[src/rtl/common_pkg.sv]
// Shared CRTC definitions: register indices, bus widths and the decoded
// register set handed from the register file to the timing core.
package common_pkg;

  localparam int SYS_CLOCK_MHZ   = 50;
  localparam int DATA_WIDTH      = 8;
  localparam int CRTC_ADDR_WIDTH = 5;
  localparam int CRTC_REG_COUNT  = 18;
  localparam int CRTC_MA_WIDTH   = 14;
  localparam int CRTC_RA_WIDTH   = 5;

  localparam logic [CRTC_ADDR_WIDTH-1:0] CRTC_R0  = 5'd0;
  localparam logic [CRTC_ADDR_WIDTH-1:0] CRTC_R1  = 5'd1;
  localparam logic [CRTC_ADDR_WIDTH-1:0] CRTC_R2  = 5'd2;
  localparam logic [CRTC_ADDR_WIDTH-1:0] CRTC_R3  = 5'd3;
  localparam logic [CRTC_ADDR_WIDTH-1:0] CRTC_R4  = 5'd4;
  localparam logic [CRTC_ADDR_WIDTH-1:0] CRTC_R5  = 5'd5;
  localparam logic [CRTC_ADDR_WIDTH-1:0] CRTC_R6  = 5'd6;
  localparam logic [CRTC_ADDR_WIDTH-1:0] CRTC_R7  = 5'd7;
  localparam logic [CRTC_ADDR_WIDTH-1:0] CRTC_R8  = 5'd8;
  localparam logic [CRTC_ADDR_WIDTH-1:0] CRTC_R9  = 5'd9;
  localparam logic [CRTC_ADDR_WIDTH-1:0] CRTC_R10 = 5'd10;
  localparam logic [CRTC_ADDR_WIDTH-1:0] CRTC_R11 = 5'd11;
  localparam logic [CRTC_ADDR_WIDTH-1:0] CRTC_R12 = 5'd12;
  localparam logic [CRTC_ADDR_WIDTH-1:0] CRTC_R13 = 5'd13;
  localparam logic [CRTC_ADDR_WIDTH-1:0] CRTC_R14 = 5'd14;
  localparam logic [CRTC_ADDR_WIDTH-1:0] CRTC_R15 = 5'd15;
  localparam logic [CRTC_ADDR_WIDTH-1:0] CRTC_R16 = 5'd16;
  localparam logic [CRTC_ADDR_WIDTH-1:0] CRTC_R17 = 5'd17;

  typedef enum logic {
    V_ROWS   = 1'b0,
    V_ADJUST = 1'b1
  } v_state_t;

  // Only the timing-relevant registers, each at its native CRTC width.
  typedef struct packed {
    logic [7:0] r0;   // horizontal total - 1
    logic [7:0] r1;   // horizontal displayed
    logic [7:0] r2;   // hsync position
    logic [7:0] r3;   // {vsync width, hsync width}
    logic [6:0] r4;   // vertical total - 1 (rows)
    logic [4:0] r5;   // vertical adjust (scan lines)
    logic [6:0] r6;   // vertical displayed
    logic [6:0] r7;   // vsync position
    logic [4:0] r9;   // max scan line
    logic [5:0] r12;  // start address high
    logic [7:0] r13;  // start address low
  } crtc_regs_t;

  // A vsync width nibble of zero encodes the maximum of 16 lines.
  function automatic logic [4:0] vsync_lines(input logic [3:0] nibble);
    return (nibble == 4'd0) ? 5'd16 : {1'b0, nibble};
  endfunction

endpackage

[src/rtl/crtc_reg_file.sv]
// CRTC programming registers; writes to unimplemented indices are dropped and
// upper bits beyond each register's width are discarded.
module crtc_reg_file
  import common_pkg::*;
(
  input  logic                       clock_i,
  input  logic                       reset_ni,
  input  logic                       crtc_we,
  input  logic [CRTC_ADDR_WIDTH-1:0] crtc_addr,
  input  logic [DATA_WIDTH-1:0]      crtc_data,
  output crtc_regs_t                 regs
);

  crtc_regs_t regs_reg;

  always_ff @(posedge clock_i or negedge reset_ni) begin
    if (!reset_ni) begin
      regs_reg <= '0;
    end else if (crtc_we) begin
      case (crtc_addr)
        CRTC_R0:  regs_reg.r0  <= crtc_data[7:0];
        CRTC_R1:  regs_reg.r1  <= crtc_data[7:0];
        CRTC_R2:  regs_reg.r2  <= crtc_data[7:0];
        CRTC_R3:  regs_reg.r3  <= crtc_data[7:0];
        CRTC_R4:  regs_reg.r4  <= crtc_data[6:0];
        CRTC_R5:  regs_reg.r5  <= crtc_data[4:0];
        CRTC_R6:  regs_reg.r6  <= crtc_data[6:0];
        CRTC_R7:  regs_reg.r7  <= crtc_data[6:0];
        CRTC_R9:  regs_reg.r9  <= crtc_data[4:0];
        CRTC_R12: regs_reg.r12 <= crtc_data[5:0];
        CRTC_R13: regs_reg.r13 <= crtc_data[7:0];
        default:  ;
      endcase
    end
  end

  assign regs = regs_reg;

endmodule

[src/rtl/crtc_timing.sv]
// 6845-style CRTC timing core: horizontal/vertical counters, sync width
// counters, vertical row/adjust FSM and memory address generation.
module crtc_timing
  import common_pkg::*;
(
  input  logic                       clock_i,
  input  logic                       reset_ni,
  input  logic                       cclk_en_i,
  input  logic                       crtc_we_i,
  input  logic [CRTC_ADDR_WIDTH-1:0] crtc_addr_i,
  input  logic [DATA_WIDTH-1:0]      crtc_data_i,
  output logic                       h_sync_o,
  output logic                       v_sync_o,
  output logic                       de_o,
  output logic [CRTC_MA_WIDTH-1:0]   screen_addr_o,
  output logic [CRTC_RA_WIDTH-1:0]   row_addr_o
);

  crtc_regs_t regs;

  crtc_reg_file u_reg_file (
    .clock_i   (clock_i),
    .reset_ni  (reset_ni),
    .crtc_we   (crtc_we_i),
    .crtc_addr (crtc_addr_i),
    .crtc_data (crtc_data_i),
    .regs      (regs)
  );

  logic [7:0]               h_count_reg,  h_count_next;
  logic [CRTC_RA_WIDTH-1:0] row_addr_reg, row_addr_next;
  logic [6:0]               v_count_reg,  v_count_next;
  v_state_t                 v_state_reg,  v_state_next;
  logic [CRTC_MA_WIDTH-1:0] row_base_reg, row_base_next;
  logic [3:0]               hs_cnt_reg,   hs_cnt_next;
  logic [4:0]               vs_cnt_reg,   vs_cnt_next;

  logic line_end;
  logic row_end;
  logic frame_end;
  logic hsync_hit;
  logic vsync_hit;
  logic adjust_last;

  assign line_end    = (h_count_reg == regs.r0);
  assign hsync_hit   = (h_count_reg == regs.r2) && (regs.r3[3:0] != 4'd0);
  assign vsync_hit   = (v_state_reg == V_ROWS) && (v_count_reg == regs.r7) &&
                       (row_addr_reg == '0);
  assign adjust_last = ((row_addr_reg + 5'd1) == regs.r5);

  always_comb begin
    row_end   = 1'b0;
    frame_end = 1'b0;
    case (v_state_reg)
      V_ROWS: begin
        if (line_end && (row_addr_reg == regs.r9)) begin
          row_end   = 1'b1;
          frame_end = (v_count_reg == regs.r4) && (regs.r5 == 5'd0);
        end
      end
      V_ADJUST: frame_end = line_end && adjust_last;
      default: ;
    endcase
  end

  always_comb begin
    h_count_next  = h_count_reg;
    row_addr_next = row_addr_reg;
    v_count_next  = v_count_reg;
    v_state_next  = v_state_reg;
    row_base_next = row_base_reg;
    hs_cnt_next   = hs_cnt_reg;
    vs_cnt_next   = vs_cnt_reg;

    if (cclk_en_i) begin
      h_count_next = line_end ? 8'd0 : h_count_reg + 8'd1;

      // The first hsync character comes from the compare itself; the counter
      // holds the remaining characters so the pulse survives a line wrap.
      if (hsync_hit) begin
        hs_cnt_next = regs.r3[3:0] - 4'd1;
      end else if (hs_cnt_reg != 4'd0) begin
        hs_cnt_next = hs_cnt_reg - 4'd1;
      end

      if (line_end) begin
        if (vsync_hit) begin
          vs_cnt_next = vsync_lines(regs.r3[7:4]) - 5'd1;
        end else if (vs_cnt_reg != 5'd0) begin
          vs_cnt_next = vs_cnt_reg - 5'd1;
        end
      end

      if (frame_end) begin
        v_count_next  = 7'd0;
        row_addr_next = '0;
        v_state_next  = V_ROWS;
        row_base_next = {regs.r12, regs.r13};
      end else if (row_end) begin
        row_addr_next = '0;
        row_base_next = row_base_reg + CRTC_MA_WIDTH'(regs.r1);
        if (v_count_reg == regs.r4) begin
          v_state_next = V_ADJUST;
        end else begin
          v_count_next = v_count_reg + 7'd1;
        end
      end else if (line_end) begin
        row_addr_next = row_addr_reg + 5'd1;
      end
    end
  end

  always_ff @(posedge clock_i or negedge reset_ni) begin
    if (!reset_ni) begin
      h_count_reg  <= 8'd0;
      row_addr_reg <= '0;
      v_count_reg  <= 7'd0;
      v_state_reg  <= V_ROWS;
      row_base_reg <= '0;
      hs_cnt_reg   <= 4'd0;
      vs_cnt_reg   <= 5'd0;
    end else begin
      h_count_reg  <= h_count_next;
      row_addr_reg <= row_addr_next;
      v_count_reg  <= v_count_next;
      v_state_reg  <= v_state_next;
      row_base_reg <= row_base_next;
      hs_cnt_reg   <= hs_cnt_next;
      vs_cnt_reg   <= vs_cnt_next;
    end
  end

  always_ff @(posedge clock_i or negedge reset_ni) begin
    if (!reset_ni) begin
      h_sync_o      <= 1'b0;
      v_sync_o      <= 1'b0;
      de_o          <= 1'b0;
      screen_addr_o <= '0;
      row_addr_o    <= '0;
    end else begin
      h_sync_o      <= hsync_hit || (hs_cnt_reg != 4'd0);
      v_sync_o      <= vsync_hit || (vs_cnt_reg != 5'd0);
      de_o          <= (h_count_reg < regs.r1) && (v_state_reg == V_ROWS) &&
                       (v_count_reg < regs.r6);
      screen_addr_o <= row_base_reg + CRTC_MA_WIDTH'(h_count_reg);
      row_addr_o    <= row_addr_reg;
    end
  end

endmodule

[config.mk]
export PLATFORM = sky130hd
export DESIGN_NAME = crtc_timing
export DESIGN_NICKNAME = d
export VERILOG_FILES = /design/src/rtl/common_pkg.sv /design/src/rtl/crtc_reg_file.sv /design/src/rtl/crtc_timing.sv
export SDC_FILE = /design/constraint.sdc
export NUM_CORES = 1
export LEC_CHECK = 0
export CAP_MARGIN = 20
export CORE_ASPECT_RATIO = 1.25
export CORE_UTILIZATION = 58
export CTS_CLUSTER_SIZE = 40
export DETAILED_ROUTE_END_ITERATION = 8
export DONT_BUFFER_PORTS = 1
export PLACE_DENSITY_LB_ADDON = 0.1
export SLEW_MARGIN = 20
export SYNTH_ARGS = -nofsm -noshare
export SYNTH_HDL_FRONTEND = slang
export SYNTH_SLANG_ARGS = --single-unit
[constraint.sdc]
create_clock -name clock_i -period 4.93 [get_ports clock_i]
set_input_delay 0.493 -clock clock_i [delete_from_list [all_inputs] [get_ports clock_i]]
set_output_delay 0.493 -clock clock_i [all_outputs]
set_load 0.01 [all_outputs]
* Word level (Yosys, flattened, before mapping)
Index checks and enable logic that the tools add are counted.
Storage, ports and cells: register bits 143, input bits 17, output and inout bits 22, word-level logic and storage cells 112
Cells by class: add/subtract/negate cells 9, $lt $le $gt $ge 2, eq/ne operators 17, mux-type cells 21, bitwise gates (word level) 1, reduce and logical (&&, ||, !) cells 39
Operator list (number):
- 5-bit 2-to-1 mux | 6
- 14-bit by 8-bit adder with 14-bit output | 2
- 14-bit 2-to-1 mux | 2
- 2-bit AND reduction | 14
- 7-bit 2-to-1 mux | 3
- 5-bit by 3-bit equality test with 1-bit output, second input constant | 4
- 8-bit equality test | 2
- 5-bit by 4-bit equality test with 1-bit output, second input constant | 3
- 5-bit logical NOT | 3
- 7-bit equality test | 2
- 5-bit by 2-bit equality test with 1-bit output, second input constant | 2
- 5-bit equality test | 2
- 5-bit by 1-bit subtractor with 5-bit output, second input constant | 2
- 3-bit AND reduction | 3
- 8-bit by 1-bit adder with 8-bit output, second input constant | 1
- 1-bit logical AND | 8
- 8-bit less-than comparator | 1
- 4-bit 2-to-1 mux | 2
- 8-bit 2-to-1 mux | 1
- 2-bit nonzero test | 4
- 4-bit nonzero test | 2
- 4-bit by 1-bit subtractor with 4-bit output, second input constant | 2
- 7-bit by 1-bit adder with 7-bit output, second input constant | 1
- 7-bit less-than comparator | 1
- other kinds (10) | 16

* Logic depth before layout (Yosys ltp)
depth after elaboration 6, mapped depth 10, depth with buffers taken out 9

* Modules after synthesis
Synthesis repeated with hierarchy kept, for this count alone.
Unflattened totals: cells, all modules 684, area, all modules 7711.1 sq um
By module, submodules not included:
- crtc_timing | instances 1, cells each 505, area each 4709.5 sq um, seq. area each 1651.6 sq um
- crtc_reg_file | instances 1, cells each 179, area each 3001.6 sq um, seq. area each 1926.8 sq um

* Worst setup path after synthesis
OpenSTA, ideal clock, no wires.
kind reg2reg, start reg row_addr_reg[0], end reg row_base_reg[2], library setup time 0.125 ns, data arrival time 2.526 ns, required time 4.805 ns, path slack 2.280 ns, cell stages (with the launch flop) 10, path buffers 0, clock period less this slack 2.650 ns, cells stage by stage dfrtp_1 inv_1 ha_1 xnor2_1 o2111ai_1 a311o_1 nor4b_2 a31o_2 mux2_1 mux2_2
Between the ends: longest elaborated chain between the ends 6, elaborated cells between the ends (all ways) 12, those cells by class 1 x add/sub; 2 x eq/ne; 5 x mux; 4 x reduce/logical
Ends and longest elaborated chain:
- start, declared | RTL line crtc_timing.sv:31 | logic [CRTC_RA_WIDTH-1:0] row_addr_reg, row_addr_next;
- start signal, assigned | RTL line crtc_timing.sv:124 | row_addr_reg <= row_addr_next;
- 5-bit by 1-bit adder with 5-bit output / 5-bit equality test (equally long branches) | RTL line crtc_timing.sv:49, crtc_timing.sv:56
- 5-bit equality test / 1-bit logical AND (equally long branches) | RTL line crtc_timing.sv:49, crtc_timing.sv:56
- 1-bit logical AND / 1-bit 2-to-1 mux (equally long branches) | RTL line crtc_timing.sv:61, crtc_timing.sv:56
- 1-bit one-hot mux with 2 select lines / 1-bit 2-to-1 mux (equally long branches) | RTL line crtc_timing.sv:54 | case (v_state_reg)
- 2-bit nonzero test (no line)
- 2-bit AND reduction (no line)
- end signal, assigned | RTL line crtc_timing.sv:127 | row_base_reg <= row_base_next;
- end, declared | RTL line crtc_timing.sv:34 | logic [CRTC_MA_WIDTH-1:0] row_base_reg, row_base_next;
Several ways; a longest one is shown, not always the timed one. A chain may end at the register's enable or synchronous reset.

* Worst setup path in the final report
start reg row_addr_reg[0], end reg row_base_reg[3]
The elaborated chain is that of the path after synthesis.

==> results by group <==
Worst setup path
  – CP required: 5.27 ns
  – CP Launch Point: row_addr_reg[0]$_DFFE_PN0P_
  – Reg2reg end: row_base_reg[3]$_DFFE_PN0P_
  – CP endpoint: row_base_reg[3]$_DFFE_PN0P_
  – Critical setup path kind: flop to flop
  – Reg2Reg Depth: 10
  – Worst r2r src: row_addr_reg[0]$_DFFE_PN0P_
  – Startpoint Class: flop
  – Reg2reg setup slack: 1.58 ns
  – Worst EP arrival: 3.70 ns
  – Crit path capture type: flop
  – Crit-path max FO: 24

STA
  – Worst-margin pin slew: 1.09 ns
  – Setup violations, final: 0
  – Worst Hold Slack: around 0.025 ns
  – Setup Skew: 0.00661 ns
  – Final Hold Violating Endpoints: 0
  – Final worst path period share: 0.680
  – Unrepaired setup endpoints after global routing: false
  – Max Fclk: 0.298 GHz
  – Setup TNS Final: 0 ns
  – Max Slew Vio Count: 0
  – Min Clock Period, post-route: about 3.4 ns
  – Slew headroom: 0.263
  – Fin worst setup slack: around 1.6 ns

Final layout
  – Fin area: between 8000 and 9000 µm²
  – Layout cells sized above 1: 0.175
  – Largest register FFs: slightly below 80
  – Final #Nets: about 730
  – Fillers: 998
  – # diodes: 0
  – P&R area growth vs syn: 10.0%

Synthesis
  – Seq/Total Area, Yosys: 0.475
  – Post-Syn Nets: 733
  – Yosys reg bits: roughly 140
  – Cell count after synthesis: ~680
  – Cell variety after synth: 63
  – Post-synthesis area per instance: about 11 µm²
  – Post-synth top flop: dfrtp_1
  – Mapped cell area: ~7500 µm²
  – Ys Warns: 0
  – Post-synth EDFFs: 0
  – Post-synthesis async set-or-reset flop share: 1.00

Place
  – GP Congestion: a little over 0.9
  – Port bufs: 0
  – DP Worst Slack: 1.62 ns
  – Final HPWL DP: 11400 µm
  – DP Area: 7630 µm²

Routing
  – Vias/cell: 6.06
  – Drt pass-1 iters: 5
  – DR iter-0 viols: 262
  – DR vias: a little over 5000
  – WL final: ~17000 µm
  – Post-DR wirelength/cell: slightly below 20 µm
  – Routed Antenna Nets: 0
  – DRC violations left: 0

Die
  – Die Footprint: 13400 µm²
  – Total core area: 12700 µm²
  – Die span in x: 104 µm
  – Cell Rows: 46
  – Starting Density: 0.595
  – Die Y: 129 µm
  – I/O Pins: 39

Clock network
  – Worst skew pair latency: about 0.43 ns
  – Resized cells post-CTS: 0
  – CTS tree: built
  – Clk pin slew, worst setup/hold paths: 0.06 ns
  – Clock Sinks: 143
  – CTS buffer count: 17
  – CTS H-tree depth: 4
  – Post-CTS setup buffers: 0
  – Clock buffer depth: 2
  – Root Driver: clkbuf_16

Global routing
  – First-pass GRT wire length: roughly 27000 µm
  – Vias in the first global route: 5356
  – Gr usage total: 0.270
  – Largest net degree at the start of global routing: 144
  – Initial antenna violation count: 0
  – Total gr overflow: 0

Power and ir drop
  – LEAKAGE: 3.79 nW
  – Total Power: 3.72 mW
  – Maximum vdd drop: 0.000312 V
  – P per Cell Area: ~450 nW/µm²

Run
  – Max-cap violations: 0

Worst hold path
  – Hold Crit Class: primary input to asynchronous set/reset pin

Status
  – Outcome: complete, no violations
-- routing by layer --
metal	routed length [µm]	GRT usage	part of all wire	vias to the layer above
li1	-	-	-	2419
met1	6740	0.305	0.40	2578
met2	8660	0.476	0.52	136
met4	528	0.135	0.032	0
met5	0	0	0	-
met3	748	0.0689	0.045	41
-- final cells by class --
class	instances	area (µm²)	area share
sequential	143	3580	0.432
timing repair buffer	3	42.5	0.00513
tap	168	210	0.0254
multi-input combinational	478	3720	0.449
clock inverter	10	133	0.0160
inverter	30	113	0.0136
clock buffer	22	494	0.0596
-- timing repair --
item,in CTS,in global routing
hold buffers,1,0
hold endpoints to repair,143,0
endpoints found under the setup margin,0,0
-- worst min-delay path by stage --
stage                         from                    endpoint  slack (ns)  cells after the start
after detailed placement  reset_ni  screen_addr_o[5]$_DFF_PN0_        0.20                      0
after global placement    reset_ni  screen_addr_o[4]$_DFF_PN0_        0.20                      0
final                     reset_ni  screen_addr_o[8]$_DFF_PN0_        0.02                      1
after CTS                 reset_ni              de_o$_DFF_PN0_        0.09                      1
after floorplan           reset_ni              de_o$_DFF_PN0_        0.20                      0
after global routing      reset_ni  screen_addr_o[8]$_DFF_PN0_        0.12                      1
-- cells in the final DEF, fill, tap and decap left out, types with 3 or more instances in the layout --
cell,count
a22o_1,3
mux2i_1,14
clkinv_2,4
nor2_1,35
o21ai_1,5
mux2_2,78
nand2_1,35
nor3_1,15
nor2b_1,7
o22ai_1,4
o32ai_1,4
ha_1,35
a21oi_1,26
clkbuf_8,5
and3_1,6
xnor2_1,41
o21a_1,7
dfrtp_1,143
a22oi_1,4
nand3_1,19
inv_1,30
nand4_1,8
a21o_1,13
a211o_1,3
bufinv_16,3
nor4_1,8
a31oi_1,3
o21ai_0,24
xor2_1,19
clkinvlp_4,3
o21bai_1,7
nor3b_1,6
clkbuf_16,17
nand2b_1,10
o41ai_1,3
-- critical path, stage by stage, from the launching register on --
cell       delay [ns]
dfrtp_1          0.53
inv_1            0.08
ha_1             0.33
xnor2_1          0.14
o2111ai_1        0.13
a311o_1          0.37
or3_4            0.39
a21oi_2          0.82
buf_4            0.29
nor2_1           0.06
a21oi_1          0.13
-- logic make-up after synthesis --
kind of cell / after synthesis / share of synthesized area
fa+ha+maj: 37 / 0.0635
compound gates: 125 / 0.112
xor+xnor: 60 / 0.0698
flops: 143 / 0.475
simple gates: 163 / 0.112
buf+inv: 58 / 0.0314
mux: 93 / 0.137
-- Yosys cell counts (6+ instances only) --
cell / n / area [µm²]
inv_1: 30 / 113
buf_2: 6 / 30.0
mux2_2: 78 / 878
clkbuf_1: 20 / 75.1
nand2b_1: 10 / 62.6
nor4_1: 8 / 50.1
o21ai_0: 24 / 120
nor2b_1: 7 / 43.8
nor3_1: 15 / 75.1
dfrtp_1: 143 / 3580
o21a_1: 7 / 52.6
nor3b_1: 6 / 45.0
nand3_1: 19 / 95.1
a21oi_1: 26 / 130
nand4_1: 8 / 50.1
o21bai_1: 7 / 52.6
and3_1: 6 / 37.5
a21o_1: 13 / 97.6
xor2_1: 19 / 166
xnor2_1: 41 / 359
nand2_1: 35 / 131
nor2_1: 35 / 131
ha_1: 35 / 438
mux2i_1: 14 / 140
-- power breakdown --
group          internal (mW)  switching [mW]  total (mW)
Combinational          0.373           0.346       0.719
Clock                  0.859           0.487        1.35
Sequential              1.39           0.258        1.65
Total                   2.63            1.09        3.72
-- per-stage QoR --
step / std cells / util
6_report: 854 / 0.655
5_1_grt: 854 / 0.655
4_1_cts: 854 / 0.655
3_5_place_dp: 821 / 0.603
3_3_place_gp: 821 / 0.603
2_1_floorplan: 679 / -
Note: power is estimated with default switching activity, not from simulation.
